## src/rtl/ddr_burst_rd_engine.sv

```systemverilog
// MIG read-burst engine: arbitrates for the DDR port, issues BURST_LEN credit-gated read
// commands into a frame buffer and finishes once all read data for the burst has returned.
module ddr_burst_rd_engine #(
    parameter int unsigned ADDR_W       = 29,
    parameter int unsigned DATA_W       = 256,
    parameter int unsigned BURST_LEN    = 64,
    parameter int unsigned ADDR_STEP    = 8,
    parameter int unsigned FRAME_WORDS  = 98304,
    parameter int unsigned NUM_BUF      = 2,
    parameter int unsigned CREDIT_DEPTH = 128,
    localparam int unsigned BUF_W       = (NUM_BUF > 1) ? $clog2(NUM_BUF) : 1
) (
    input  logic              ui_clk,
    input  logic              rst_n,
    input  logic              rd_start,
    input  logic [BUF_W-1:0]  buf_sel,
    output logic              rd_req,
    input  logic              rd_ack,
    output logic              rd_busy,
    output logic              rd_done,
    output logic              rd_frame_end,
    output logic [2:0]        app_cmd,
    output logic              app_en,
    output logic [ADDR_W-1:0] app_addr,
    input  logic              app_rdy,
    input  logic              app_rd_data_vld,
    input  logic [DATA_W-1:0] app_rd_data,
    input  logic              dn_credit_ret,
    output logic              rd_ddr_data_vld,
    output logic [DATA_W-1:0] rd_ddr_data
);

    localparam int unsigned CNT_W = $clog2(BURST_LEN + 1);
    localparam int unsigned OFF_W = (FRAME_WORDS > 1) ? $clog2(FRAME_WORDS) : 1;
    localparam int unsigned CRD_W = $clog2(CREDIT_DEPTH + 1);

    localparam logic [CNT_W-1:0] BURST_CNT = CNT_W'(BURST_LEN);
    localparam logic [CNT_W-1:0] CMD_LAST  = CNT_W'(BURST_LEN - 1);
    localparam logic [OFF_W-1:0] OFF_LAST  = OFF_W'(FRAME_WORDS - 1);
    localparam logic [CRD_W-1:0] CRD_FULL  = CRD_W'(CREDIT_DEPTH);

    typedef enum logic [1:0] {
        StIdle,
        StRdReq,
        StIssue,
        StDrain
    } state_e;

    state_e             state_q, state_d;
    logic               rd_req_q, rd_req_d;
    logic [BUF_W-1:0]   buf_q, buf_d;
    logic [OFF_W-1:0]   offset_q, offset_d;
    logic [CNT_W-1:0]   cmd_cnt_q, cmd_cnt_d;
    logic [CNT_W-1:0]   data_cnt_q, data_cnt_d;
    logic [CRD_W-1:0]   credits_q, credits_d;
    logic               frame_wrap_q, frame_wrap_d;
    logic               rd_done_q, rd_done_d;
    logic               rd_frame_end_q, rd_frame_end_d;
    logic               rd_ddr_data_vld_q;
    logic [DATA_W-1:0]  rd_ddr_data_q;

    logic               accept;
    logic               active;
    logic               burst_cmp;

    // Only register state feeds app_en, so a raised command cannot drop before it is accepted.
    assign app_en    = (state_q == StIssue) && (cmd_cnt_q < BURST_CNT) && (credits_q != '0);
    assign accept    = app_en && app_rdy;
    assign active    = (state_q == StIssue) || (state_q == StDrain);
    assign burst_cmp = (state_q == StDrain) && (data_cnt_q == BURST_CNT);

    assign app_addr = ADDR_W'((ADDR_W'(buf_q) * ADDR_W'(FRAME_WORDS) + ADDR_W'(offset_q))
                              * ADDR_W'(ADDR_STEP));

    assign app_cmd         = 3'b001;
    assign rd_req          = rd_req_q;
    assign rd_busy         = active;
    assign rd_done         = rd_done_q;
    assign rd_frame_end    = rd_frame_end_q;
    assign rd_ddr_data_vld = rd_ddr_data_vld_q;
    assign rd_ddr_data     = rd_ddr_data_q;

    always_comb begin
        state_d        = state_q;
        rd_req_d       = rd_req_q;
        buf_d          = buf_q;
        offset_d       = offset_q;
        cmd_cnt_d      = cmd_cnt_q;
        data_cnt_d     = data_cnt_q;
        credits_d      = credits_q;
        frame_wrap_d   = frame_wrap_q;
        rd_done_d      = 1'b0;
        rd_frame_end_d = 1'b0;

        unique case (state_q)
            StIdle: begin
                if (rd_start) begin
                    state_d = StRdReq;
                    buf_d   = buf_sel;
                    if (buf_sel != buf_q) begin
                        offset_d = '0;
                    end
                end
            end
            StRdReq: begin
                if (rd_ack) begin
                    state_d = StIssue;
                end
            end
            StIssue: begin
                if (accept && (cmd_cnt_q == CMD_LAST)) begin
                    state_d = StDrain;
                end
            end
            StDrain: begin
                if (burst_cmp) begin
                    state_d        = StIdle;
                    rd_done_d      = 1'b1;
                    rd_frame_end_d = frame_wrap_q;
                end
            end
            default: state_d = StIdle;
        endcase

        // A grant in any state drops the request; a new start in IDLE re-arms it.
        if (rd_ack) begin
            rd_req_d = 1'b0;
        end
        if ((state_q == StIdle) && rd_start) begin
            rd_req_d = 1'b1;
        end

        if (accept) begin
            cmd_cnt_d = cmd_cnt_q + CNT_W'(1);
            if (offset_q == OFF_LAST) begin
                offset_d     = '0;
                frame_wrap_d = 1'b1;
            end else begin
                offset_d = offset_q + OFF_W'(1);
            end
        end

        if (accept && !dn_credit_ret) begin
            credits_d = credits_q - CRD_W'(1);
        end else if (!accept && dn_credit_ret && (credits_q != CRD_FULL)) begin
            credits_d = credits_q + CRD_W'(1);
        end

        if (app_rd_data_vld && active && (data_cnt_q != BURST_CNT)) begin
            data_cnt_d = data_cnt_q + CNT_W'(1);
        end

        if (burst_cmp) begin
            cmd_cnt_d    = '0;
            data_cnt_d   = '0;
            frame_wrap_d = 1'b0;
        end
    end

    always_ff @(posedge ui_clk) begin
        if (!rst_n) begin
            state_q           <= StIdle;
            rd_req_q          <= 1'b0;
            buf_q             <= '0;
            offset_q          <= '0;
            cmd_cnt_q         <= '0;
            data_cnt_q        <= '0;
            credits_q         <= CRD_FULL;
            frame_wrap_q      <= 1'b0;
            rd_done_q         <= 1'b0;
            rd_frame_end_q    <= 1'b0;
            rd_ddr_data_vld_q <= 1'b0;
            rd_ddr_data_q     <= '0;
        end else begin
            state_q           <= state_d;
            rd_req_q          <= rd_req_d;
            buf_q             <= buf_d;
            offset_q          <= offset_d;
            cmd_cnt_q         <= cmd_cnt_d;
            data_cnt_q        <= data_cnt_d;
            credits_q         <= credits_d;
            frame_wrap_q      <= frame_wrap_d;
            rd_done_q         <= rd_done_d;
            rd_frame_end_q    <= rd_frame_end_d;
            rd_ddr_data_vld_q <= app_rd_data_vld;
            rd_ddr_data_q     <= app_rd_data;
        end
    end

endmodule

```

## config.mk

```make
export PLATFORM = sky130hd
export DESIGN_NAME = ddr_burst_rd_engine
export DESIGN_NICKNAME = d
export VERILOG_FILES = /design/src/rtl/ddr_burst_rd_engine.sv
export SDC_FILE = /design/constraint.sdc
export NUM_CORES = 1
export LEC_CHECK = 0
export CAP_MARGIN = 20
export CORE_AREA = 2 2 215 217
export DETAILED_ROUTE_END_ITERATION = 8
export DIE_AREA = 0 0 217 219
export HOLD_SLACK_MARGIN = 0.03
export REMOVE_ABC_BUFFERS = 1
export SLEW_MARGIN = 20
export SYNTH_ARGS = -nofsm -noshare
export SYNTH_HDL_FRONTEND = slang
export SYNTH_SLANG_ARGS = --single-unit
```

## constraint.sdc

```tcl
create_clock -name ui_clk -period 7.23 [get_ports ui_clk]
set_clock_uncertainty 0.05 [all_clocks]
set_input_delay 2.169 -clock ui_clk [delete_from_list [all_inputs] [get_ports ui_clk]]
set_output_delay 2.169 -clock ui_clk [all_outputs]
set_load 0.005 [all_outputs]
```

Word level (Yosys, flattened, before mapping)
Index checks and enable logic that the tools add are counted.
Widths: inputs -> output; s select.
{"block": "word_totals", "ff_bits": 303, "input_bits": 264, "output_inout_bits": 294, "wordCells": 77}
{"block": "classes", "n_addsub": 6, "multipliers": 1, "n_lt_le_gt_ge": 1, "n_eq_ne": 13, "mux": 15, "n_bitwise": 1, "reduce_logical": 28}
{"op": "$mux 17", "count": 5}
{"op": "$add 18x17->19", "count": 1}
{"op": "$add 17x1->17 const B", "count": 1}
{"op": "$eq 17x17->1 const B", "count": 1}
{"op": "$mux 8", "count": 2}
{"op": "$add 7x1->7 const B", "count": 2}
{"op": "$logic_and 1x1->1", "count": 11}
{"op": "$reduce_bool 2->1", "count": 5}
{"op": "$add 8x1->8 const B", "count": 1}
{"op": "$mux 2", "count": 4}
{"op": "$ne 8x8->1 const B", "count": 1}
{"op": "$pmux 2 s4", "count": 1}
{"op": "$reduce_bool 8->1", "count": 1}
{"op": "$sub 8x1->8 const B", "count": 1}
{"op": "$eq 7x6->1 const B", "count": 1}
{"op": "$eq 7x7->1 const B", "count": 1}
{"op": "$lt 7x7->1 const B", "count": 1}
{"op": "$ne 7x7->1 const B", "count": 1}
{"op": "$ne 2x2->1 const B", "count": 3}
{"op": "$reduce_and 2->1", "count": 3}
{"op": "$reduce_and 3->1", "count": 2}
{"op": "$eq 2x2->1 const B", "count": 2}
{"op": "$reduce_and 4->1", "count": 1}
{"op": "$mul 1x2->3 const B", "count": 1}
{"op": "9 further kinds", "count": 12}

Longest topological paths before layout
{"block": "logic_depth", "ltp_word": 9, "depth_mapped": 10}

Worst setup path after synthesis
OpenSTA, ideal clock, no wires.
{"block": "synth_path", "path_type": "input -> register", "start": "input dn_credit_ret", "end": "register credits_q[6]", "setup_time_ps": 72, "t_arrival_ps": 3903, "t_required_ps": 7108, "path_slack_ps": 3206, "path_stages": 8, "n_path_buf": 0, "cell_sequence": "or4bb_1 a31oi_1 xor2_1 ha_1 and3_1 and3_1 a21oi_1 mux2i_1"}
{"block": "synth_via", "elab_chain_len": 3, "word_cells_on_any_way": 6}
{"item": "start, declared", "line": "28", "source": "input logic dn_credit_ret,"}
{"item": "$logic_not 1->1 / $logic_and 1x1->1 (equally long branches)", "line": "143, 145"}
{"item": "$logic_and 1x1->1, on equally long branches", "line": "143, 145"}
{"item": "$mux 8 / $reduce_bool 2->1 (equally long branches)"}
{"item": "end signal, assigned", "line": "181", "source": "credits_q <= credits_d;"}
{"item": "end, declared", "line": "55", "source": "logic [CRD_W-1:0] credits_q, credits_d;"}
Several ways; a longest one is shown, not always the timed one.
A chain may end at the register's enable or synchronous reset.

Final worst setup path
{"block": "layout_path", "start": "register credits_q[3]", "end": "output app_en"}
{"block": "layout_via", "elab_chain_len": 2}
{"item": "$reduce_bool 8->1", "line": "67", "source": "assign app_en = (state_q == StIssue) && (cmd_cnt_q < BURST_CNT) && (credits_q != '0);"}
{"item": "$logic_and 1x1->1", "line": "67"}
{"item": "end, declared", "line": "23", "source": "output logic app_en,"}
Every way passes these cells.

==> out/summary.md <==
Counting flops and latches in the post-synthesis netlist gives 303. The kind of capture point of the worst setup path was an output port. Walking the worst path, the cells encountered are or4_1, o311a_1, clkdlybuf4s50_1.

The tools report the timing-limited maximum frequency as 215 MHz. The largest net degree at the start of global routing is 101. Post-CTS timing repair inserted 0 buffers for setup.

The detailed placer's ending HPWL is 25800 um, and the leakage power is 6.47 nW. The number of slew-limit violations in the final report is 0. The count of input and output buffers works out to 543. Among cell families on the critical path, the largest total delay comes from simple AND/OR/NAND/NOR gates.

The number of buffer and inverter instances along the worst setup path was 1. The total of endpoints with negative setup slack in the final report is 0, and the post-synth design cell area is 9570 um2. The worst hold path belongs to the class reg2reg. The clock passes through at most 3 buffers. The flow ran to the end, and the final reports show no timing, DRC or antenna violations.

The tree is rooted in a sky130_fd_sc_hd__clkbuf_16. The routed length per instance works out to 16.4 um. The register clock-pin slew on the reported worst setup and hold paths is 50 ps, and the number of unique standard cell types used by synthesis is 55. CTS built an H-tree with a depth of 2. The biggest area contributor in the post-synthesis netlist is sky130_fd_sc_hd__dfxtp_1. The fraction of final layout cells sized beyond drive strength 1 came out at 4.93%. For this configuration, the core starts out at a cell density of 21.2%. The synthesized design contains 0 enable-type register cells.

In the synthesized netlist the async set-or-reset flop fraction comes to 0%. The number of detailed-route iterations in the first pass came out at 4. The highest-delay cell along the critical path is sky130_fd_sc_hd__or4_1. The vias per cell was 3.83; the final period utilization was 64.4%. Prior to clock tree synthesis, the placed netlist has a worst setup slack of 2430 ps.

The tools report the critical path startpoint category as a register. The run gives 7736 as the via count. For this design, the CTS-stage hold fixing added 0 buffers. Final hold analysis gives a worst-case slack of 425 ps. Ranked by instance count, the synthesized netlist is headed by sky130_fd_sc_hd__dfxtp_1 (303), sky130_fd_sc_hd__and2_1 (259), sky130_fd_sc_hd__clkbuf_1 (35), sky130_fd_sc_hd__nor2_1 (34), sky130_fd_sc_hd__buf_4 (29).

The total congestion overflow was 0; the warning count from the yosys run was 0. The placed instances occupy a cell area of 15400 um2. The total number of cells along the worst setup path was 3; the critical path's largest stage delay was 700 ps.

For the max-capacitance violation count, the log shows 0. Counting the buffers created by CTS gives 36. The final net count is 1669, and the maximum ir drop on the vdd rail is 194 uV. The count of nets left with antenna violations once routing finished came out at 0. The library cell with the highest instance count after synthesis is sky130_fd_sc_hd__dfxtp_1. For this design the top-level I/O count stands at 558. The first global-routing pass estimated 47600 um of wire.

The synthesized area per cell was 11.0 um2; the pin slew with the least headroom to its limit was 845 ps. The tools report the global placement routability congestion as 0.861. The die span in x was 217 um. Compared with the post-synthesis result, the final layout area differs by 73.8%. The logs give 267 for the number of violations reported at the end of detailed-routing iteration 0 and 0 ps for the final sum of negative setup slack. The worst setup path is of the reg2out kind.

The data required time of the critical path is 5010 ps, and the via count of the first global-routing pass is 7870. Once layout is done, the placed cells without fillers occupy 16600 um2. Setup repair after global routing left no endpoint under its margin. After synthesis, the cell types taking the most area are sky130_fd_sc_hd__dfxtp_1 (63%), sky130_fd_sc_hd__and2_1 (17%), sky130_fd_sc_hd__buf_4 (2.3%), sky130_fd_sc_hd__clkbuf_1 (1.4%), sky130_fd_sc_hd__nor2_1 (1.3%). The combined area of the multi-input logic cells came out at 3090 um2. The routed design could run at a clock period as short as 4660 ps. Remaining routing DRC violations: 0. The clock reaches the later pin of the worst-skew pair after 530 ps. For this design the ratio of total power to cell area is 254 nW/um2. The design draws 4.23 mW.

The initial antenna violation count was 8; the die area was 47500 um2. For this run, the leading register cell type out of synthesis is sky130_fd_sc_hd__dfxtp_1. Sequential cells were found to cover 63.4% of the synthesized design area. The total wire length was 33100 um; the maximum fanout along the worst path was 9.

The number of stages on the worst hold path came out at 2. After technology mapping, the gate count stands at 870. The tools report the final worst slack as 2570 ps. In this run the tightest slew margin relative to its limit is 43.1%. TritonCTS built the clock tree. The area fraction of the dominant cell type after synthesis is 63.4%. The clock drives 303 sinks.

The worst reg-to-reg path cell count came out at 10. The data arrival time of the critical path was 2440 ps; the die outline height was 219 um. Summing all flip-flop and latch instances after layout gives 6070 um2. The number of placement rows is 78, and the number of fill cells in the layout is 4460. Post-CTS repair changed the size of 0 cells. In the global route stage, overall resource usage came out at 13.3%.

After floorplanning, the core was sized to cover 45100 um2. The final number of hold-violating endpoints is 0.
## metrics by stage
step | cells | util (%)
after global routing | 2019 | 36.9
final | 2021 | 36.9
after global placement | 1956 | 34.2
after detailed placement | 1956 | 34.2
after floorplan | 811 | -
after CTS | 2019 | 36.9
## layout by cell type (no fill, tap or decap), drive strengths merged, types with 6 or more instances in the layout
master         count
a21oi             16
and2             259
and3               8
clkbuf            50
clkdlybuf4s50    542
clkinv             6
conb              14
dfxtp            303
ha                10
inv               17
mux2i              7
nand2             27
nand2b             6
nand3             15
nand4             12
nor2              34
o21ai             18
xnor2             10
xor2               7
## power breakdown
group | internal [mW] | switching [mW]
logic | 0.356 | 0.208
registers | 1.76 | 0.0425
clock network | 1.15 | 0.710
total | 3.27 | 0.961
## worst register-to-register path, stage by stage (launching register included)
cell	delay (ps)
sky130_fd_sc_hd__dfxtp_1	320
sky130_fd_sc_hd__inv_1	100
sky130_fd_sc_hd__ha_1	290
sky130_fd_sc_hd__or4bb_1	580
sky130_fd_sc_hd__a31oi_1	360
sky130_fd_sc_hd__xor2_1	120
sky130_fd_sc_hd__ha_1	230
sky130_fd_sc_hd__and3_1	180
sky130_fd_sc_hd__and3_1	170
sky130_fd_sc_hd__a21oi_1	160
sky130_fd_sc_hd__mux2i_1	200
## logic make-up (layout without fill, tap and decap cells)
family	Yosys count	count (layout)	synth area share (%)
flops	303	303	63.4
simple gates	387	387	23.8
xor+xnor	17	17	1.56
buf+inv	86	623	4.84
mux	7	7	0.732
other cells	2	16	0.0784
fa+ha+maj	11	11	1.52
compound gates	57	57	4.17
## layout make-up
class | instances | area share [%]
clock buffers | 50 | 6.28
clock inverters | 13 | 1.08
repair buffers | 545 | 32.8
well taps | 600 | 4.51
diodes | 2 | 0.0301
multi-input cells | 493 | 18.6
flip-flops and latches | 303 | 36.4
inverters | 15 | 0.338
## routing by layer
layer	track usage, %	vias to the layer above	part of all wire [%]
met5	0	-	0.17
met4	5.32	8	2.8
li1	-	3791	-
met2	23.2	303	51
met3	5.50	62	9.4
met1	14.3	3572	37
## sequential cells by signal, indices dropped and copies added, names as in the netlist
register,count
rd_ddr_data_vld,1
offset_q,17
rd_done,1
frame_wrap_q,1
state_q,2
rd_ddr_data,256
rd_req,1
rd_frame_end,1
buf_q,1
data_cnt_q,7
cmd_cnt_q,7
credits_q,8
## worst paths after layout
check / from / to / slack (ps)
setup / recovery: credits_q[3] / app_en / 2570
hold / removal: cmd_cnt_q[1] / cmd_cnt_q[1] / 420
setup reg to reg: state_q[0] / credits_q[6] / 4400
hold reg to reg: cmd_cnt_q[1] / cmd_cnt_q[1] / 420
(Power assumes the default switching activity.)
